## config.mk

```make
export PLATFORM = sky130hd
export DESIGN_NAME = spi_target
export DESIGN_NICKNAME = d
export VERILOG_FILES = /design/src/rtl/spi_target_pkg.sv /design/src/rtl/spi_target_sync_edge_detect.sv /design/src/rtl/spi_target.sv
export SDC_FILE = /design/constraint.sdc
export NUM_CORES = 1
export LEC_CHECK = 0
export CAP_MARGIN = 20
export CORE_MARGIN = 4
export CORE_UTILIZATION = 45
export CTS_BUF_LIST = sky130_fd_sc_hd__clkbuf_4 sky130_fd_sc_hd__clkbuf_8
export CTS_CLUSTER_SIZE = 24
export DETAILED_ROUTE_END_ITERATION = 16
export GPL_ROUTABILITY_DRIVEN = 0
export PLACE_DENSITY = 0.68
export SETUP_SLACK_MARGIN = 0.15
export SLEW_MARGIN = 0
export SYNTH_ARGS = -nofsm -noshare
export SYNTH_HDL_FRONTEND = slang
export SYNTH_SLANG_ARGS = --single-unit
```

## constraint.sdc

```tcl
create_clock -name i_clk -period 2.84 [get_ports i_clk]
set_input_delay 0.284 -clock i_clk [delete_from_list [all_inputs] [get_ports i_clk]]
set_output_delay 0.284 -clock i_clk [all_outputs]
set_load 0.1 [all_outputs]
```

## src/rtl/spi_target_pkg.sv

```systemverilog
// Shared types and constants for the spi_target SPI mode-0 target.
package spi_target_pkg;

    localparam int BYTE_W    = 8;
    localparam int BIT_CNT_W = 3;

    localparam logic [BYTE_W-1:0] RX_DATA_RST = 8'h00;

    typedef enum logic [0:0] {
        IDLE   = 1'b0,
        ACTIVE = 1'b1
    } state_e;

endpackage

```

## src/rtl/spi_target_sync_edge_detect.sv

```systemverilog
// Multi-flop synchronizer for one asynchronous pin, with rise/fall detection
// taken from the last two synchronized samples.
module sync_edge_detect #(
    parameter int SYNC_STAGES = 2
) (
    input  logic i_clk,
    input  logic i_rst_n,
    input  logic i_async,
    output logic o_sync,
    output logic o_rise,
    output logic o_fall
);

    logic [SYNC_STAGES-1:0] r_chain;
    logic                   r_prev;

    always_ff @(posedge i_clk or negedge i_rst_n) begin
        if (!i_rst_n) begin
            r_chain <= '0;
            r_prev  <= 1'b0;
        end else begin
            r_chain <= {r_chain[SYNC_STAGES-2:0], i_async};
            r_prev  <= r_chain[SYNC_STAGES-1];
        end
    end

    assign o_sync = r_chain[SYNC_STAGES-1];
    assign o_rise = o_sync & ~r_prev;
    assign o_fall = ~o_sync & r_prev;

endmodule

```

## src/rtl/spi_target.sv

```systemverilog
// SPI mode-0 target: oversampled pins, MSB-first byte shifting, rx pulse and tx holding register.
// Optional macro SPI_TARGET_ECHO_EN: an empty holding register echoes the last received byte.
module spi_target
    import spi_target_pkg::*;
#(
    parameter int                SYNC_STAGES = 2,
    parameter logic [BYTE_W-1:0] DEFAULT_TX  = 8'hFF
) (
    input  logic              i_clk,
    input  logic              i_rst_n,
    input  logic              i_spi_sclk,
    input  logic              i_spi_cs_n,
    input  logic              i_spi_mosi,
    output logic              o_spi_miso,
    output logic              o_spi_miso_oe,
    input  logic [BYTE_W-1:0] i_tx_data,
    input  logic              i_tx_valid,
    output logic              o_tx_ready,
    output logic [BYTE_W-1:0] o_rx_data,
    output logic              o_rx_valid,
    output logic              o_tx_underrun,
    output logic              o_busy,
    output logic              o_frame_end
);

    logic w_sclk_rise, w_sclk_fall, w_sclk_sync_unused;
    logic w_cs_rise, w_cs_fall, w_cs_sync_unused;
    logic w_mosi, w_mosi_rise_unused, w_mosi_fall_unused;

    sync_edge_detect #(.SYNC_STAGES(SYNC_STAGES)) u_sclk_sync (
        .i_clk   (i_clk),
        .i_rst_n (i_rst_n),
        .i_async (i_spi_sclk),
        .o_sync  (w_sclk_sync_unused),
        .o_rise  (w_sclk_rise),
        .o_fall  (w_sclk_fall)
    );

    sync_edge_detect #(.SYNC_STAGES(SYNC_STAGES)) u_cs_sync (
        .i_clk   (i_clk),
        .i_rst_n (i_rst_n),
        .i_async (i_spi_cs_n),
        .o_sync  (w_cs_sync_unused),
        .o_rise  (w_cs_rise),
        .o_fall  (w_cs_fall)
    );

    sync_edge_detect #(.SYNC_STAGES(SYNC_STAGES)) u_mosi_sync (
        .i_clk   (i_clk),
        .i_rst_n (i_rst_n),
        .i_async (i_spi_mosi),
        .o_sync  (w_mosi),
        .o_rise  (w_mosi_rise_unused),
        .o_fall  (w_mosi_fall_unused)
    );

    state_e               r_state;
    logic [BIT_CNT_W-1:0] r_bit_cnt;
    logic [BYTE_W-1:0]    r_rx_shift;
    logic [BYTE_W-1:0]    r_tx_shift;
    logic [BYTE_W-1:0]    r_rx_data;
    logic [BYTE_W-1:0]    r_hold;
    logic                 r_hold_full;
    logic                 r_rx_done;
    logic                 r_rx_valid;
    logic                 r_underrun;
    logic                 r_frame_end;
    logic                 r_miso;

    logic                 w_active;
    logic                 w_cs_edge;
    logic                 w_start;
    logic                 w_sclk_rise_act;
    logic                 w_sclk_fall_act;
    logic                 w_byte_load;
    logic                 w_underrun;
    logic [BYTE_W-1:0]    w_load_byte;

    // A cs_n edge masks any sclk edge landing in the same cycle.
    assign w_active        = (r_state == ACTIVE);
    assign w_cs_edge       = w_cs_rise | w_cs_fall;
    assign w_start         = !w_active && w_cs_fall;
    assign w_sclk_rise_act = w_active && !w_cs_edge && w_sclk_rise;
    assign w_sclk_fall_act = w_active && !w_cs_edge && w_sclk_fall;
    assign w_byte_load     = w_start || (w_sclk_fall_act && (r_bit_cnt == '0));

`ifdef SPI_TARGET_ECHO_EN
    assign w_load_byte = r_hold_full ? r_hold : r_rx_data;
    assign w_underrun  = 1'b0;
`else
    assign w_load_byte = r_hold_full ? r_hold : DEFAULT_TX;
    assign w_underrun  = w_byte_load && !r_hold_full;
`endif

    always_ff @(posedge i_clk or negedge i_rst_n) begin
        if (!i_rst_n) begin
            r_state     <= IDLE;
            r_bit_cnt   <= '0;
            r_rx_shift  <= '0;
            r_rx_done   <= 1'b0;
            r_frame_end <= 1'b0;
        end else begin
            r_rx_done   <= 1'b0;
            r_frame_end <= 1'b0;
            // Only a frame that was actually started reports its end; this also
            // keeps the cs_n settling after reset release from pulsing.
            if (w_cs_rise) begin
                r_state     <= IDLE;
                r_bit_cnt   <= '0;
                r_frame_end <= w_active;
            end else if (w_start) begin
                r_state   <= ACTIVE;
                r_bit_cnt <= '0;
            end else if (w_sclk_rise_act) begin
                r_rx_shift <= {r_rx_shift[BYTE_W-2:0], w_mosi};
                r_bit_cnt  <= r_bit_cnt + 1'b1;
                r_rx_done  <= (r_bit_cnt == '1);
            end
        end
    end

    always_ff @(posedge i_clk or negedge i_rst_n) begin
        if (!i_rst_n) begin
            r_tx_shift <= '0;
            r_miso     <= DEFAULT_TX[BYTE_W-1];
            r_underrun <= 1'b0;
        end else begin
            r_underrun <= w_underrun;
            if (w_byte_load) begin
                r_tx_shift <= w_load_byte;
                r_miso     <= w_load_byte[BYTE_W-1];
            end else if (w_sclk_fall_act) begin
                r_tx_shift <= {r_tx_shift[BYTE_W-2:0], 1'b0};
                r_miso     <= r_tx_shift[BYTE_W-2];
            end
        end
    end

    always_ff @(posedge i_clk or negedge i_rst_n) begin
        if (!i_rst_n) begin
            r_rx_data  <= RX_DATA_RST;
            r_rx_valid <= 1'b0;
        end else begin
            r_rx_valid <= r_rx_done;
            if (r_rx_done) begin
                r_rx_data <= r_rx_shift;
            end
        end
    end

    // An empty-holding load leaves the register free, so a same-cycle capture lands for the next byte.
    always_ff @(posedge i_clk or negedge i_rst_n) begin
        if (!i_rst_n) begin
            r_hold      <= '0;
            r_hold_full <= 1'b0;
        end else if (w_byte_load && r_hold_full) begin
            r_hold_full <= 1'b0;
        end else if (i_tx_valid && !r_hold_full) begin
            r_hold      <= i_tx_data;
            r_hold_full <= 1'b1;
        end
    end

    assign o_spi_miso    = r_miso;
    assign o_spi_miso_oe = w_active;
    assign o_busy        = w_active;
    assign o_tx_ready    = !r_hold_full;
    assign o_rx_data     = r_rx_data;
    assign o_rx_valid    = r_rx_valid;
    assign o_tx_underrun = r_underrun;
    assign o_frame_end   = r_frame_end;

endmodule

```

==> Word level (Yosys, flattened, before mapping) <==
Cells that the tools add are included.
Widths: inputs -> output; s select.
{ "word_totals": {"in_bits": 14, "wordCells": 66, "output_inout_bits": 15, "reg_bits": 49} }
{ "classes": {"bitwise_logic": 12, "add_sub_neg": 1, "eq_ne": 1, "muxes": 16, "reduce_logical": 19} }
{ "op_table": {"columns": ["operator", "count"], "rows": [
  ["$mux 7", 2],
  ["$mux 1", 10],
  ["$mux 3", 3],
  ["$logic_and 1x1->1", 8],
  ["$mux 8", 1],
  ["$not 1->1", 7],
  ["$reduce_bool 2->1", 3],
  ["$and 1x1->1", 4],
  ["$add 3x1->3 const B", 1],
  ["$eq 3x3->1 const B", 1],
  ["$logic_not 1->1", 3],
  ["$logic_not 3->1", 1],
  ["$reduce_and 3->1", 1],
  ["$reduce_bool 3->1", 1],
  ["$reduce_and 2->1", 1],
  ["$logic_or 1x1->1", 1],
  ["$or 1x1->1", 1]
]} }

==> Longest topological paths before layout <==
Gate-level depths: netlist (run 1).
{ "logic_depth": {"depth_word": 11, "mapped_depth": 7} }

==> Modules after synthesis <==
From an unflattened synthesis (run 1), not the netlist that was laid out.
{ "unflattened": {"cells_unflattened": 162, "area_unflattened_um2": 2115.8} }
{ "by_module_without_submodules": {"columns": ["module", "area_each_um2", "cells_each", "instances"], "rows": [
  ["spi_target", 1845.5, 147, 1],
  ["sync_edge_detect", 90.1, 5, 3]
]} }

==> Least setup slack after synthesis (run 1) <==
OpenSTA, ideal clock, no wires.
{ "synth_timing": {"kind": "flip-flop to flip-flop", "start": "reg r_state (netlist: o_busy)", "end": "reg r_rx_shift[2]", "setup_slack_ps": 793, "required_ps": 2713, "arrival_time_ps": 1919, "setup_time_ps": 127, "path_stages_with_launch": 5, "cell_sequence": "dfrtp_1 -> nand4b_1 -> nor2_2 -> buf_4 -> mux2_1"} }
{ "synth_between": {"elab_chain_cells": 4, "word_cells_on_any_way": 6} }
{ "synth_lines": {"columns": ["item", "line_no", "source"], "rows": [
  ["start, declared", "spi_target.sv:57", "state_e r_state;"],
  ["start signal, assigned", "spi_target.sv:97", "r_state <= IDLE;"],
  ["start signal, assigned", "spi_target.sv:108", "r_state <= IDLE;"],
  ["start signal, assigned", "spi_target.sv:112", "r_state <= ACTIVE;"],
  ["$logic_not 1->1", "spi_target.sv:82", "assign w_start = !w_active && w_cs_fall;"],
  ["$logic_and 1x1->1", "spi_target.sv:82", null],
  ["$not 1->1 (no line)", null, null],
  ["$reduce_and 3->1 (no line) *", null, null],
  ["end signal, assigned", "spi_target.sv:115", "r_rx_shift <= {r_rx_shift[BYTE_W-2:0], w_mosi};"],
  ["end, declared", "spi_target.sv:59", "logic [BYTE_W-1:0] r_rx_shift;"]
]} }
Mark *: on every way between the ends. The rest lies on a longest branch, timed or not.
A chain may end at the register's enable or synchronous reset.

==> Worst setup path after layout (run 1) <==
{ "layout_timing": {"start": "reg u_cs_sync.r_chain[1]", "end": "reg r_rx_shift[1]"} }
{ "layout_between": {"elab_chain_cells": 7, "word_cells_on_any_way": 11} }
{ "layout_lines": {"columns": ["item", "line_no", "source"], "rows": [
  ["start, declared", "spi_target_sync_edge_detect.sv:14", "logic [SYNC_STAGES-1:0] r_chain;"],
  ["start signal, assigned", "spi_target_sync_edge_detect.sv:22", "r_chain <= {r_chain[SYNC_STAGES-2:0], i_async};"],
  ["$not 1->1", "spi_target_sync_edge_detect.sv:29", "assign o_fall = ~o_sync & r_prev;"],
  ["$and 1x1->1", "spi_target_sync_edge_detect.sv:29", null],
  ["$or 1x1->1", "spi_target.sv:81", "assign w_cs_edge = w_cs_rise | w_cs_fall;"],
  ["$logic_not 1->1", "spi_target.sv:83", "assign w_sclk_rise_act = w_active && !w_cs_edge && w_sclk_rise;"],
  ["$logic_and 1x1->1 (2 in series)", "spi_target.sv:83", null],
  ["$reduce_and 3->1 (no line) *", null, null]
]} }
Marks and branches as above.

==> key figures, run 1 <==
Pwr
  • Net Sw Frac: between 30% and 40%
  • Pwr per Cell Area: between 700 and 800 nW/um2
  • Clock power share: 21.8%
  • Int Pwr: approximately 1200 uW
  • Reg power frac: 51.3%
  • Combinational share of power: between 20% and 30%
  • NetSw: 603.1 uW
  • P_leak: 0.001133 uW
  • Max IR drop VDD: 0.4015 mV

CTS
  • # Post-CTS Setup Buffers: 0
  • Worst-path clk slew: 0.08 ns
  • CTS sink count: 49
  • Clk buf depth: 2
  • CTS tree: done
  • Clk_lat worst skew: roughly 0.3 ns
  • Resized Gates After CTS: 0
  • CTS hold repair buffers: 0
  • Root Driver: clkbuf_8
  • TritonCTS Buffers: 5
  • H-tree levels: 2

Cells and area
  • Most frequent cells in the layout: dfrtp_1 (48), mux2_2 (19), buf_4 (15), clkdlybuf4s50_1 (12), nand3_1 (8)
  • Final core occ: 54.77%
  • Ratio of cells with drive above 1 in the final layout: 33.14%
  • Nets: between 150 and 200
  • Fillers: between 300 and 400
  • Area Growth Syn to Fin: 17.51%
  • Commonest non-fill, non-tap cell in the layout: dfrtp_1
  • Ant diodes: 0

STA
  • Clock skew: 0.004980 ns
  • Post-route clock period utilization: 66.30%
  • Worst rel slew slack: 52.41%
  • Worst-Margin Slew: between 0.7 and 0.8 ns
  • Total negative setup slack: 0 ns
  • Final hold slack: 0.3545 ns
  • Max-slew violation count: 0
  • Maximum operating frequency: approximately 0.53 GHz
  • Post-layout min period: 1.883 ns
  • Setup ws final: 0.9572 ns
  • RSZ-0062 raised after global routing: no
  • Final Hold Vio Count: 0
  • Final setup fails: 0

Floorplan
  • Die H: roughly 75 um
  • Die ar.: between 5000 and 6000 um2
  • Placement Rows: 24
  • Initial Util: between 40% and 50%
  • I/O pin cnt: 29
  • Core area: between 4000 and 5000 um2
  • Die width: 75.16 um

Worst setup path
  • CP max FO: 12
  • CP startpoint: u_cs_sync.r_chain[1]$_DFF_PN0_
  • Setup crit start kind: register
  • CP Capture Type: register
  • Crit Path Class: reg -> reg
  • Crit path capture: r_rx_shift[1]$_DFFE_PN0P_
  • Reg-to-Reg End: r_rx_shift[1]$_DFFE_PN0P_
  • R2R depth: 4
  • Critical path required time: 3.03 ns
  • RR Startpoint: u_cs_sync.r_chain[1]$_DFF_PN0_
  • Reg-to-reg slack, setup: 0.96 ns
  • Data arrival time of the worst path: 2.07 ns

GRT
  • Grt total ovfl: 0
  • GRT Util Overall: 13.35%
  • Initial antenna violation count: 0
  • Largest net degree at the start of global routing: 50
  • Vias in the first global route: 1202
  • First-pass GRT wire length: roughly 5.5 mm

Routing
  • Routed wire per std cell: 14.50 um
  • Routed WL: 3.249 mm
  • Antenna Nets Post-Route: 0
  • Residual DRC: 0
  • Via Count: 1194
  • First-iteration detailed-routing DRC count: 45
  • Drt via density: 5.330
  • Drt first pass iters: 4

Worst hold path
  • Class of the worst hold path: reg -> reg

Place
  • Pre-CTS setup slack: roughly 0.95 ns
  • Dpl hpwl: 2.336 mm
  • Port Buffers: 28

Outcome
  • Outcome: completed

Synthesis
  • Post-Syn Area: 2029 um2
  • Yosys warnings: 0
  • Post-Synthesis Cells: ~150
  • Mean Syn Cell Area: 14.00 um2
  • Sequential share of the synthesized area: 60.48%
  • Netlist cell types: 31
  • Synth Register Bits: 49
  • Syn nets: 164

Run
  • Max_cap viols: 0
==> synthesized netlist by cell type <==
cell type	number	area, um2
a211oi_1	7	52.55
a22o_1	2	17.52
and2_1	2	12.51
and2_2	1	7.510
and2_4	1	8.760
buf_1	1	3.750
buf_2	2	10.01
buf_4	3	22.52
buf_6	1	11.26
clkbuf_1	3	11.26
clkbuf_2	1	5.000
dfrtp_1	48	1201
dfstp_2	1	26.28
ha_1	5	62.56
inv_1	5	18.77
mux2_1	6	67.56
mux2_2	19	214.0
nand2b_1	2	12.51
nand3_1	8	40.04
nand4b_1	1	8.760
nand4b_4	1	23.77
nor2_1	2	7.510
nor2_2	1	6.260
nor2b_1	3	18.77
nor3_1	7	35.03
nor3b_2	1	12.51
o21ai_0	1	5.000
o21ai_1	1	5.000
o21bai_1	1	7.510
o22ai_1	1	6.260
o31ai_2	7	87.58
==> sequential cells by signal, indices dropped and copies added (netlist names) <==
signal and cells:
r_rx_done 1, o_tx_underrun 1, o_spi_miso 1, o_rx_valid 1, u_mosi_sync.r_chain 2, r_bit_cnt 3, u_sclk_sync.r_prev 1, o_busy 1
r_tx_shift 7, o_frame_end 1, r_hold 8, u_cs_sync.r_chain 2, r_hold_full 1, u_cs_sync.r_prev 1, r_rx_shift 8, u_sclk_sync.r_chain 2
o_rx_data 8
==> cell families after synthesis <==
family                     synth area share, %
AOI/OAI and AO/OA                        8.939
adders and majority gates                3.083
buffers and inverters                    4.069
DFF                                      60.48
muxes                                    13.87
and+or+nand+nor                          9.556
==> per-layer routing <==
metal / GRT usage (%) / vias up / share of wire, %
li1: - / 565 / -
met1: 16.13 / 605 / 43
met2: 21.28 / 19 / 51
met3: 5.207 / 5 / 4.0
met4: 5.825 / 0 / 1.9
met5: 0 / - / 0
==> critical path, stage by stage, from the launching register on <==
cell and delay (ns):
dfrtp_1 0.40, ha_1 0.34, nand4b_1 0.15, nor2_2 0.47
mux2_2 0.41
==> final cells by class <==
type | instances | area, um2 | share of cell area [%]
clock buffer | 6 | 76.32 | 3.200
clock inverter | 2 | 10.01 | 0.4197
inverter | 5 | 18.77 | 0.7870
multi-input combinational | 80 | 719.4 | 30.17
sequential | 49 | 1227 | 51.47
tap | 52 | 65.06 | 2.728
timing repair buffer | 30 | 267.8 | 11.23
==> through the flow <==
stage	area (um2)	total power, uW	std cells
floorplan	2029	1323	145
global placement	2268	1410	214
detailed placement	2268	1439	214
CTS	2355	1841	222
global route	2385	1930	224
finish	2385	1819	224
==> power by group through the flow <==
stage / clock [uW] / sequential, uW / combinational, uW
floorplan: 0 / 996 / 327
global placement: 0 / 940 / 470
detailed placement: 0 / 948 / 492
CTS: 415 / 933 / 492
global route: 448 / 951 / 530
finish: 396 / 934 / 489
==> worst min path at each step <==
stage                                        start                              to  slack [ns]  cells after the start
floorplan                                  i_rst_n              o_busy$_DFFE_PN0P_       -0.01                      0
global route        u_cs_sync.r_chain[0]$_DFF_PN0_  u_cs_sync.r_chain[1]$_DFF_PN0_        0.37                      0
finish              u_cs_sync.r_chain[0]$_DFF_PN0_  u_cs_sync.r_chain[1]$_DFF_PN0_        0.35                      0
CTS                                        i_rst_n       r_tx_shift[6]$_DFFE_PN0P_        0.20                      1
detailed placement  u_cs_sync.r_chain[0]$_DFF_PN0_  u_cs_sync.r_chain[1]$_DFF_PN0_        0.34                      0
global placement    u_cs_sync.r_chain[0]$_DFF_PN0_  u_cs_sync.r_chain[1]$_DFF_PN0_        0.34                      0
Power figures use the tool's default switching activity.
==> run 2, diff against run 1 <==
==> constraint.sdc (replaced) <==
create_clock -name i_clk -period 1.9 [get_ports i_clk]
set_input_delay 0.19 -clock i_clk [delete_from_list [all_inputs] [get_ports i_clk]]
set_output_delay 0.19 -clock i_clk [all_outputs]
set_load 0.1 [all_outputs]
==> key figures, run 2 (synthesis gave the netlist of run 1 again) <==
Outcome
  • Outcome: completed

Place
  • Dpl hpwl: 2.617 mm (+12%)
  • Placed insts: 219 (+2.3%)
  • Port Buffers: 28 (unchanged)
  • Pre-CTS setup slack: 0.2578 ns (-0.6957 ns)

Pwr
  • Int Pwr: 2024 uW (+67%)
  • Clock power share: 26.0% (+4.2 points)
  • Net Sw Frac: 31.43% (-1.7 points)
  • Pwr per Cell Area: 1204 nW/um2 (+58%)
  • P_leak: 0.001166 uW (+2.9%)
  • Combinational share of power: 26.6% (-0.3 points)
  • Reg power frac: 47.5% (-3.8 points)
  • Max IR drop VDD: 0.4680 mV (+17%)
  • NetSw: 927.7 uW (+54%)

STA
  • Worst-Margin Slew: 0.6446 ns (-0.06774 ns)
  • Final setup fails: 0 (unchanged)
  • Total negative setup slack: 0 ns (unchanged)
  • Worst rel slew slack: 57.03% (+4.6 points)
  • Clock skew: 0.008489 ns (+0.003509 ns)
  • Post-route clock period utilization: 86.03% (+20 points)
  • Post-layout min period: 1.635 ns (-0.2482 ns)
  • Maximum operating frequency: 0.6118 GHz (+15%)
  • Max-slew violation count: 0 (unchanged)
  • RSZ-0062 raised after global routing: no
  • Final Hold Vio Count: 0 (unchanged)
  • Setup ws final: 0.2654 ns (-0.6918 ns)

Worst setup path
  • Critical path required time: 2.08 ns (-0.95 ns)
  • CP max FO: 12 (unchanged)
  • CP Capture Type: register
  • R2R depth: 5 (+1)
  • Reg-to-reg slack, setup: 0.27 ns (-0.69 ns)
  • RR Startpoint: u_cs_sync.r_chain[1]$_DFF_PN0_
  • Data arrival time of the worst path: 1.82 ns (-0.25 ns)
  • Reg-to-Reg End: r_rx_shift[3]$_DFFE_PN0P_
  • CP startpoint: u_cs_sync.r_chain[1]$_DFF_PN0_
  • Crit Path Class: reg -> reg
  • Setup crit start kind: register

CTS
  • Root Driver: clkbuf_8
  • # Post-CTS Setup Buffers: 0 (unchanged)
  • Clk_lat worst skew: 0.30 ns (about the same)
  • TritonCTS Buffers: 5 (unchanged)
  • CTS tree: done
  • Worst-path clk slew: 0.08 ns (about the same)
  • CTS sink count: 49 (unchanged)
  • Clk buf depth: 2 (unchanged)
  • H-tree levels: 2 (unchanged)

Worst hold path
  • HP Start: i_spi_mosi
  • Worst Hold Depth: 1 (+1)
  • Class of the worst hold path: in -> reg
  • Worst Hold End: u_mosi_sync.r_chain[0]$_DFF_PN0_

Routing
  • First-iteration detailed-routing DRC count: 45 (unchanged)
  • Routed WL: 3.515 mm (+8.2%)
  • Antenna Nets Post-Route: 0 (unchanged)
  • Via Count: 1203 (+0.75%)
  • Routed wire per std cell: 15.42 um (+6.3%)
  • Drt first pass iters: 6 (+2)
  • Drt via density: 5.276 (-1.0%)
  • Residual DRC: 0 (unchanged)

Cells and area
  • Area Growth Syn to Fin: 20.84%
  • Fillers: 356 (-0.56%)
  • Register area: 1229 um2 (+0.10%)
  • Ant diodes: 0 (unchanged)
  • Multi-input logic area: 721.9 um2 (+0.35%)
  • Non-Filler Instances: 228 (+1.8%)
  • Ratio of cells with drive above 1 in the final layout: 35.80% (+2.7 points)
  • Most frequent cells in the layout: dfrtp_1 (47), mux2_2 (19), buf_4 (19), clkdlybuf4s50_1 (12), nand3_1 (8)
  • Nets: 194 (+2.1%)
  • Commonest non-fill, non-tap cell in the layout: dfrtp_1

Floorplan
  • Initial Util: 46.61% (unchanged)
  • I/O pin cnt: 29 (unchanged)
  • Die H: 75.16 um (unchanged)
  • Die ar.: 5648 um2 (unchanged)
  • Die width: 75.16 um (unchanged)
  • Placement Rows: 24 (unchanged)
  • Core area: 4354 um2 (unchanged)

GRT
  • Vias in the first global route: 1314 (+9.3%)
  • First-pass GRT wire length: 6.023 mm (+9.3%)
  • GRT Util Overall: 14.27% (+0.92 points)
  • Largest net degree at the start of global routing: 31 (-38%)
  • Initial antenna violation count: 0 (unchanged)
  • Grt total ovfl: 0 (unchanged)

Run
  • Max_cap viols: 0 (unchanged)
[run 2: changes by cell type in the layout (fill, tap and decap cells not counted)]
| cell | change |
|---|---|
| nand2b_2 | +1 |
| dfrtp_2 | +1 |
| buf_4 | +4 |
| dfrtp_1 | -1 |
| bufinv_16 | +1 |
| nand2b_1 | -1 |
| clkbuf_8 | +1 |
| clkinv_2 | -2 |
[run 2: critical path: stages (launching register included)]
cell	delay, ns
dfrtp_1	0.40
ha_1	0.34
nand4b_1	0.14
nor2_2	0.10
buf_4	0.19
mux2_1	0.34
[run 2: power by group through the flow]
stage | Clock [uW] | Combinational, uW | Sequential [uW]
2_1_floorplan | 0 | 491 | 1490
3_3_place_gp | 0 | 748 | 1410
3_5_place_dp | 0 | 788 | 1420
4_1_cts | 793 | 788 | 1400
5_1_grt | 837 | 844 | 1430
6_report | 766 | 784 | 1400
[run 2: final cells by class]
| type | count | area share (%) |
|---|---|---|
| multi-input cells | 80 | 29.44 |
| clock inverters | 1 | 1.224 |
| flip-flops and latches | 49 | 50.10 |
| inverters | 5 | 0.7653 |
| clock buffers | 7 | 3.673 |
| repair buffers | 34 | 12.14 |
| well taps | 52 | 2.653 |
[run 2: timing repair]
item                                    4_1_cts  5_1_grt
gates resized for setup                       0        1
endpoints found under the setup margin        0       10
endpoints found under the hold margin        27        0
hold buffers                                  1        0
[run 2: layer usage]
| layer | vias to the layer above | GRT usage, % | wire, um |
|---|---|---|---|
| met3 | 10 | 4.406 | 128 |
| li1 | 571 | - | - |
| met5 | - | 0 | 0 |
| met1 | 602 | 17.57 | 1482 |
| met4 | 0 | 6.796 | 91 |
| met2 | 20 | 22.92 | 1813 |
[run 2: worst max path at each step]
stage / to / slack (ns) / depth (start not counted)
after floorplan: r_rx_shift[2]$_DFFE_PN0P_ / 0.20 / 4
after global routing: r_rx_shift[1]$_DFFE_PN0P_ / 0.16 / 5
final: r_rx_shift[3]$_DFFE_PN0P_ / 0.27 / 5
after CTS: r_tx_shift[4]$_DFFE_PN0P_ / 0.24 / 5
after global placement: r_rx_shift[1]$_DFFE_PN0P_ / 0.31 / 5
after detailed placement: r_tx_shift[4]$_DFFE_PN0P_ / 0.26 / 5
[run 2: per-stage QoR]
stage                     cell area, um2  util (%)  hold slack (ns)  total power (uW)
after detailed placement            2320     53.28           0.2646              2208
after global placement              2320     53.28           0.2501              2153
after floorplan                     2032         -          -0.1056              1980
after global routing                2452     56.32           0.3156              3110
final                               2452     56.32           0.3242              2952
after CTS                           2450     56.26           0.3137              2981
==> run 3, diff against run 2 <==
--- a/config.mk
+++ b/config.mk
@@ -7,12 +7,10 @@
 export LEC_CHECK = 0
 export CAP_MARGIN = 20
 export CORE_MARGIN = 4
-export CORE_UTILIZATION = 45
-export CTS_BUF_LIST = sky130_fd_sc_hd__clkbuf_4 sky130_fd_sc_hd__clkbuf_8
+export CORE_UTILIZATION = 40
 export CTS_CLUSTER_SIZE = 24
 export DETAILED_ROUTE_END_ITERATION = 16
 export GPL_ROUTABILITY_DRIVEN = 0
-export PLACE_DENSITY = 0.68
 export SETUP_SLACK_MARGIN = 0.15
 export SLEW_MARGIN = 0
 export SYNTH_ARGS = -nofsm -noshare
==> key figures, run 3 (synthesis gave the netlist of run 1 again) <==
Outcome
  • Outcome: completed

CTS
  • CTS sink count: 49 (unchanged)
  • Worst-path clk slew: 0.10 ns (+0.02 ns)
  • Clk buf depth: 2 (unchanged)
  • Clk_lat worst skew: 0.30 ns (about the same)
  • # Post-CTS Setup Buffers: 0 (unchanged)
  • CTS tree: done
  • TritonCTS Buffers: 5 (unchanged)
  • H-tree levels: 2 (unchanged)
  • Root Driver: clkbuf_8

Routing
  • Antenna Nets Post-Route: 0 (unchanged)
  • Drt via density: 4.988 (-5.5%)
  • Via Count: 1207 (+0.33%)
  • Drt first pass iters: 4 (-2)
  • Residual DRC: 0 (unchanged)
  • Routed wire per std cell: 13.79 um (-11%)
  • First-iteration detailed-routing DRC count: 62 (+38%)
  • Routed WL: 3.338 mm (-5.0%)

STA
  • Clock skew: 0.009650 ns (+0.001161 ns)
  • Worst rel slew slack: 62.49% (+5.5 points)
  • Post-route clock period utilization: 85.03% (-1.0 points)
  • Max-slew violation count: 0 (unchanged)
  • Worst-Margin Slew: 0.5616 ns (-0.08302 ns)
  • Final Hold Vio Count: 0 (unchanged)
  • Total negative setup slack: 0 ns (unchanged)
  • Final setup fails: 0 (unchanged)
  • Post-layout min period: 1.615 ns (-0.01916 ns)
  • RSZ-0062 raised after global routing: no
  • Maximum operating frequency: 0.6190 GHz (+1.2%)

Floorplan
  • Die width: 79.23 um (+5.4%)
  • Initial Util: 42.13% (-4.5 points)
  • Placement Rows: 25 (+4.2%)
  • Core area: 4817 um2 (+11%)
  • Die ar.: 6277 um2 (+11%)
  • Die H: 79.23 um (+5.4%)
  • I/O pin cnt: 29 (unchanged)

Cells and area
  • Area Growth Syn to Fin: 20.90% (about the same)
  • Ratio of cells with drive above 1 in the final layout: 35.43% (-0.37 points)
  • Final core occ: 50.94% (-5.4 points)
  • Most frequent cells in the layout: dfrtp_1 (47), mux2_2 (19), buf_4 (16), clkdlybuf4s50_1 (12), nand3_1 (8)
  • Ant diodes: 0 (unchanged)
  • Commonest non-fill, non-tap cell in the layout: dfrtp_1
  • Non-Filler Instances: 242 (+6.1%)
  • Nets: 193 (-0.52%)
  • Fillers: 444 (+25%)
  • Design Area, Final: 2454 um2 (about the same)

Worst setup path
  • Crit Path Class: reg -> reg
  • Reg-to-Reg End: r_rx_shift[1]$_DFFE_PN0P_
  • Setup crit start kind: register
  • R2R depth: 5 (unchanged)
  • CP max FO: 12 (unchanged)
  • CP Capture Type: register
  • Reg-to-reg slack, setup: 0.28 ns (+0.02 ns)
  • RR Startpoint: u_cs_sync.r_chain[1]$_DFF_PN0_
  • CP startpoint: u_cs_sync.r_chain[1]$_DFF_PN0_
  • Data arrival time of the worst path: 1.81 ns (about the same)
  • Critical path required time: 2.10 ns (+0.02 ns)

Pwr
  • Pwr per Cell Area: 1136 nW/um2 (-5.6%)
  • Tot Pwr: 2788 uW (-5.6%)
  • Max IR drop VDD: 0.4874 mV (+4.2%)
  • P_leak: 0.001150 uW (-1.4%)

Place
  • Placed inst area: 2344 um2 (+1.0%)
  • Port Buffers: 28 (unchanged)
  • Placed insts: 233 (+6.4%)
  • Dpl hpwl: 2.450 mm (-6.4%)

GRT
  • Vias in the first global route: 1254 (-4.6%)
  • Largest net degree at the start of global routing: 50 (+61%)
  • First-pass GRT wire length: 5.823 mm (-3.3%)
  • GRT Util Overall: 11.84% (-2.4 points)
  • Initial antenna violation count: 0 (unchanged)
  • Grt total ovfl: 0 (unchanged)

Run
  • Max_cap viols: 0 (unchanged)

Worst hold path
  • Class of the worst hold path: in -> reg
  • Worst Hold Depth: 1 (unchanged)
  • HP Start: i_spi_mosi
  • Worst Hold End: u_mosi_sync.r_chain[0]$_DFF_PN0_
==> run 3: per-layer routing <==
layer / track usage [%] / up-vias / share of wire, %
met5: 0 / - / 0
met4: 4.124 / 0 / 1.2
met3: 3.175 / 4 / 3.9
met2: 19.02 / 18 / 51
met1: 15.42 / 617 / 44
li1: - / 568 / -
==> run 3: what timing repair did <==
action,in CTS,in global routing
gates resized for setup,0,2
endpoints found under the hold margin,48,0
endpoints found under the setup margin,0,13
hold buffers,1,0
==> run 3: area by class of cell <==
cell class / instances / area (um2) / share of cell area [%]
flip-flops and latches: 49 / 1229 / 50.08
multi-input cells: 80 / 721.9 / 29.42
clock buffers: 5 / 68.82 / 2.805
well taps: 67 / 83.83 / 3.417
clock inverters: 3 / 25.02 / 1.020
repair buffers: 33 / 306.5 / 12.49
inverters: 5 / 18.77 / 0.7649
==> run 3: worst max path at each step <==
stage / endpoint / slack (ns) / cells past startpoint
after CTS: r_tx_shift[1]$_DFFE_PN0P_ / 0.22 / 5
final: r_rx_shift[1]$_DFFE_PN0P_ / 0.28 / 5
after detailed placement: r_rx_shift[1]$_DFFE_PN0P_ / 0.25 / 5
after floorplan: r_rx_shift[2]$_DFFE_PN0P_ / 0.20 / 4
after global placement: r_rx_shift[1]$_DFFE_PN0P_ / 0.30 / 5
after global routing: r_rx_shift[7]$_DFFE_PN0P_ / 0.16 / 5
==> run 3: per-stage QoR <==
| step | hold slack, ns | setup WS (ns) |
|---|---|---|
| 6_report | 0.3136 | 0.2845 |
| 2_1_floorplan | -0.1056 | 0.2028 |
| 5_1_grt | 0.3121 | 0.1634 |
| 3_5_place_dp | 0.1950 | 0.2485 |
| 3_3_place_gp | 0.1934 | 0.3000 |
| 4_1_cts | 0.3080 | 0.2201 |
==> run 3: worst max-delay path: stages (launching register included) <==
cell      delay, ns
dfrtp_1        0.41
ha_1           0.35
nand4b_1       0.15
nor2_2         0.12
buf_6          0.16
mux2_2         0.34
==> run 3: power by group <==
part | switching (uW) | internal (uW)
combinational | 456 | 317
sequential | 130 | 1270
clock | 353 | 266
